--- src/rtl/mtm_alu_deserializer.sv ---
// mtm_alu_deserializer: receives 11-bit serial packets, assembles the A/B operands and
// releases a CRC-checked control word to the ALU core as a one-cycle strobe.
module mtm_alu_deserializer (
  input  logic        clk,
  input  logic        rst_n,
  input  logic        sin,
  output logic [31:0] A,
  output logic [31:0] B,
  output logic [7:0]  CTL_out,
  output logic        out_valid
);
  typedef enum logic [1:0] {IDLE, TYPE, PAYLOAD, STOP} state_t;
  state_t      state_q;
  logic [2:0]  bit_cnt_q;
  logic        type_q;
  logic [7:0]  pay_q;
  logic [63:0] sr_q;
  logic [3:0]  cnt_q;
  logic        ferr_q;
  logic [31:0] a_q, b_q;
  logic [7:0]  ctl_q;
  logic        valid_q;
  logic [67:0] crc_vec;
  logic [3:0]  crc_d;
  assign crc_vec = {sr_q, 1'b1, pay_q[6:4]};
  always_comb begin
    crc_d = 4'h0;
    for (int i = 67; i >= 0; i--)
      crc_d = {crc_d[2:0], 1'b0} ^ ((crc_d[3] ^ crc_vec[i]) ? 4'h3 : 4'h0);
  end
  always_ff @(posedge clk) begin
    ctl_q   <= 8'hFF;
    valid_q <= 1'b0;
    if (!rst_n) begin
      state_q   <= IDLE;
      bit_cnt_q <= 3'd0;
      type_q    <= 1'b0;
      pay_q     <= 8'h00;
      sr_q      <= 64'h0;
      cnt_q     <= 4'd0;
      ferr_q    <= 1'b0;
      a_q       <= 32'h0;
      b_q       <= 32'h0;
    end else begin
      case (state_q)
        IDLE: if (!sin) state_q <= TYPE;
        TYPE: begin
          type_q  <= sin;
          state_q <= PAYLOAD;
        end
        PAYLOAD: begin
          pay_q     <= {pay_q[6:0], sin};
          bit_cnt_q <= bit_cnt_q + 3'd1;
          if (bit_cnt_q == 3'd7) state_q <= STOP;
        end
        STOP: begin
          state_q <= IDLE;
          // a broken stop bit poisons the frame until the next good command
          if (!sin) begin
            ferr_q <= 1'b1;
            if (type_q) cnt_q <= 4'd0;
          end else if (!type_q) begin
            sr_q <= {sr_q[55:0], pay_q};
            if (cnt_q != 4'd9) cnt_q <= cnt_q + 4'd1;
          end else begin
            cnt_q   <= 4'd0;
            ferr_q  <= 1'b0;
            valid_q <= 1'b1;
            if (cnt_q != 4'd8 || ferr_q) ctl_q <= 8'hC9;
            else if (crc_d != pay_q[3:0]) ctl_q <= 8'hA5;
            else begin
              ctl_q <= {1'b0, pay_q[6:0]};
              b_q   <= sr_q[63:32];
              a_q   <= sr_q[31:0];
            end
          end
        end
        default: state_q <= IDLE;
      endcase
    end
  end
  assign A         = a_q;
  assign B         = b_q;
  assign CTL_out   = ctl_q;
  assign out_valid = valid_q;
endmodule

--- config.mk ---
export PLATFORM = sky130hd
export DESIGN_NAME = mtm_alu_deserializer
export DESIGN_NICKNAME = d
export VERILOG_FILES = /design/src/rtl/mtm_alu_deserializer.sv
export SDC_FILE = /design/constraint.sdc
export NUM_CORES = 1
export LEC_CHECK = 0
export ABC_AREA = 1
export CAP_MARGIN = 40
export CORE_ASPECT_RATIO = 1.2
export CORE_MARGIN = 2
export CORE_UTILIZATION = 58
export DETAILED_ROUTE_END_ITERATION = 7
export GPL_TIMING_DRIVEN = 0
export PLACE_DENSITY_LB_ADDON = 0.12
export SYNTH_ARGS = -nofsm -noshare
export SYNTH_HDL_FRONTEND = slang
export SYNTH_SLANG_ARGS = --single-unit
--- constraint.sdc ---
create_clock -name clk -period 6.5 [get_ports clk]
set_clock_uncertainty 0.2 [all_clocks]
set_input_delay 1.95 -clock clk [delete_from_list [all_inputs] [get_ports clk]]
set_output_delay 1.95 -clock clk [all_outputs]
set_load 0.01 [all_outputs]
==> reports/qor.csv, run 1 <==
stage,metric,value,unit
die,die_h,138,um
run_status,status,finished with violations,
detailed_routing,drtIter0Drc,1039,
timing,fmax,136,MHz
die,placementRows,48,
setup_path,cp.required,6.62,ns
setup_path,crit_fanout,10,
yosys,synth_area_leader_cell,dfxtp_1,
grt,grt_max_degree,17,
yosys,syn_nets,1378,
cells_and_area,seqCellArea,3150,sq um
die,die_x,115,um
placed_design,finalWeightedCongestion,0.910,
cts,cts-root-buf,clkbuf_16,
grt,grt_pass1_wl,39500,um
cells_and_area,drive_above_1_share,32.4,%
placed_design,port_buffers,74,
die,core_area,14500,sq um
die,ios,76,
yosys,synth-seq-cells,156,
cells_and_area,antenna_cells,0,
setup_path,crit_type,reg2reg,
cts,tritoncts,built,
yosys,ys_seq_area_share,36.2,%
die,start_util,59.6,%
cells_and_area,multi_input_area,6160,sq um
grt,grt_use_total,31.4,%
setup_path,slowest_stage,dfxtp_4,
timing,rsz0062_at_grt,true,
cts,htree_levels,4,
yosys,synthTopCellsByArea,"dfxtp_1 (36%), nand2_1 (17%), nand3_1 (8.4%)",
placed_design,dp_hpwl,16300,um
setup_path,cp-end-kind,flip-flop,
grt,antenna_found_initial,0,
detailed_routing,antenna_left,0,
yosys,synth_top_cell_area_share,36.2,%
detailed_routing,wire_per_inst,17.0,um
setup_path,critical-path-max-stage-delay,0.38,ns
timing,slew_violations,0,
cts,clock_latency,0.44,ns
detailed_routing,routed_wl,28800,um
cts,cts_sinks,156,
timing,slew_headroom,45.0,%
yosys,synth_area,8630,sq um
detailed_routing,via_count,9683,
timing,final-setup-viol-count,72,
timing,hold_violations,0,
yosys,synthCells,1365,
detailed_routing,drc,0,
cells_and_area,n_fill_cell,847,
cells_and_area,area_growth,39.9,%
setup_path,start_kind,flip-flop,
timing,worst_slack,-0.846,ns
cts,max-clock-path-buffers,2,
flow_run,drv_cap,0,
die,dieArea,15900,sq um
cts,cts_buffers,17,
grt,grt_pass1_vias,8623,
timing,min_period,7.35,ns
hold_path,min_path_type,reg2reg,
cells_and_area,instances_no_fill,1693,
setup_path,critPathTopFamily,simple AND/OR/NAND/NOR gates,
yosys,avgSynthCellArea,6.32,sq um
setup_path,crit_top_cell,nand2_2,
setup_path,path_buf_inv,6,
placed_design,placed_cells,1639,
cells_and_area,fin_nets,1493,
timing,post-route-period-util,113,%
timing,worst_pin_slew,0.825,ns
setup_path,arrival,7.47,ns
detailed_routing,via_per_inst,5.72,
detailed_routing,first_pass_iters,7,
cts,hold_buffers,0,
grt,overflow,0,
run_status,violations,negative setup slack,
yosys,yosys.cell_types.count,30,
cts,cts.reportedPaths.clkPinSlew,0.06,ns
yosys,ys_warn_count,0,
state kept, by name, summed over array words and instances (netlist names), 2 cells and up:
| register | count |
|---|---|
| state_q | 2 |
| B | 32 |
| pay_q | 8 |
| CTL_out | 8 |
| sr_q | 64 |
| cnt_q | 4 |
| A | 32 |
| bit_cnt_q | 3 |
per-layer routing:
metal	vias to the layer above	track usage, %	share of wire [%]
li1	4502	-	-
met1	4429	35.9	38
met2	577	55.7	49
met3	175	5.46	7.5
met4	0	16.0	6.1
met5	-	0	0
synth_stat cells, drive strengths merged:
library cell	number
o21ai	80
dfxtp	156
clkbuf	29
or2	1
buf	15
xor2	5
and3	1
nand4	4
a21oi	76
a31o	1
a211oi	2
nor3	4
ha	10
clkinv	1
nor2	150
nand2	483
nand3	154
nand3b	11
xnor2	4
inv	178
repair_timing:
item	CTS	global route
endpoints found under the setup margin	69	72
pin swaps	89	114
gates cloned	0	0
resized for setup	246	203
buffers inserted	13	10
worst register-to-register path: cells and delay by family (launching register included):
kind / cells / cell delay, ns
and+or+nand+nor: 60 / 6.04
buffers and inverters: 6 / 0.61
DFF: 1 / 0.38
path summary, 6_finish.rpt:
kind | from | slack [ns] | endpoint | cells after the start
max reg2reg | sr_q[62] | -0.85 | B[4] | 66
min | ferr_q | 0.28 | ferr_q | 2
min reg2reg | ferr_q | 0.28 | ferr_q | 2
max | sr_q[62] | -0.85 | B[4] | 66
layout by cell type (no fill, tap or decap), drive strengths merged:
cell type and instances:
a31o 1, xnor2 4, xor2 5, nor3 4, inv 179, and3 1
o21ai 80, clkinvlp 4, nand3b 11, ha 10, or2 1, bufinv 1
dfxtp 156, nor2 150, nand4 4, a211oi 2, a21oi 76, buf 37
nand2 483, clkbuf 52, clkdlybuf4s50 74, nand3 154, clkinv 4
final cells by class:
type / instances / area share (%)
clock buffers: 23 / 4.04
well taps: 200 / 2.07
inverters: 179 / 5.75
multi-input cells: 986 / 51.0
flip-flops and latches: 156 / 26.1
plain buffers: 43 / 2.40
repair buffers: 97 / 7.94
clock inverters: 9 / 0.725
cells by family (layout without fill, tap and decap cells):
| logic type | count (synthesis) | in the layout | synth area share (%) |
|---|---|---|---|
| AOI/OAI and AO/OA | 159 | 159 | 9.32 |
| xor gates and xnor gates | 9 | 9 | 0.913 |
| adders and majority gates | 10 | 10 | 1.45 |
| buffers and inverters | 223 | 351 | 10.2 |
| DFF | 156 | 156 | 36.2 |
| and+or+nand+nor | 808 | 808 | 41.9 |
stage by stage:
stage | hold WS, ns | TNS (ns) | util (%) | cell area, sq um | setup WS, ns
2_1_floorplan | 0.248 | 0 | - | 8630 | 0.702
3_3_place_gp | 0.265 | -27.05 | 66.5 | 9620 | -0.527
3_5_place_dp | 0.272 | -44.52 | 66.5 | 9620 | -0.785
4_1_cts | 0.281 | -4.54 | 76.8 | 11100 | -0.0878
5_1_grt | 0.306 | -77.33 | 83.4 | 12100 | -1.23
6_report | 0.277 | -48.40 | 83.4 | 12100 | -0.846
Power of run 1 is left out: the tool's default activity adds up to more than one toggle a clock period on the data nets, which glitch-free logic cannot reach.
==> run 2, diff against run 1 <==
Settings changed: HOLD_SLACK_MARGIN from default to 0.02.
==> results of run 2 <==
No change in the layout: final DEF, timing and power equal those of run 1.
Power of run 2 is left out for the same reason.
==> run 3, diff against run 2 <==
Settings changed: CAP_MARGIN 40 to default.
==> results of run 3 <==
No change in the layout: final DEF, timing and power equal those of run 1.
Power of run 3 is left out for the same reason.
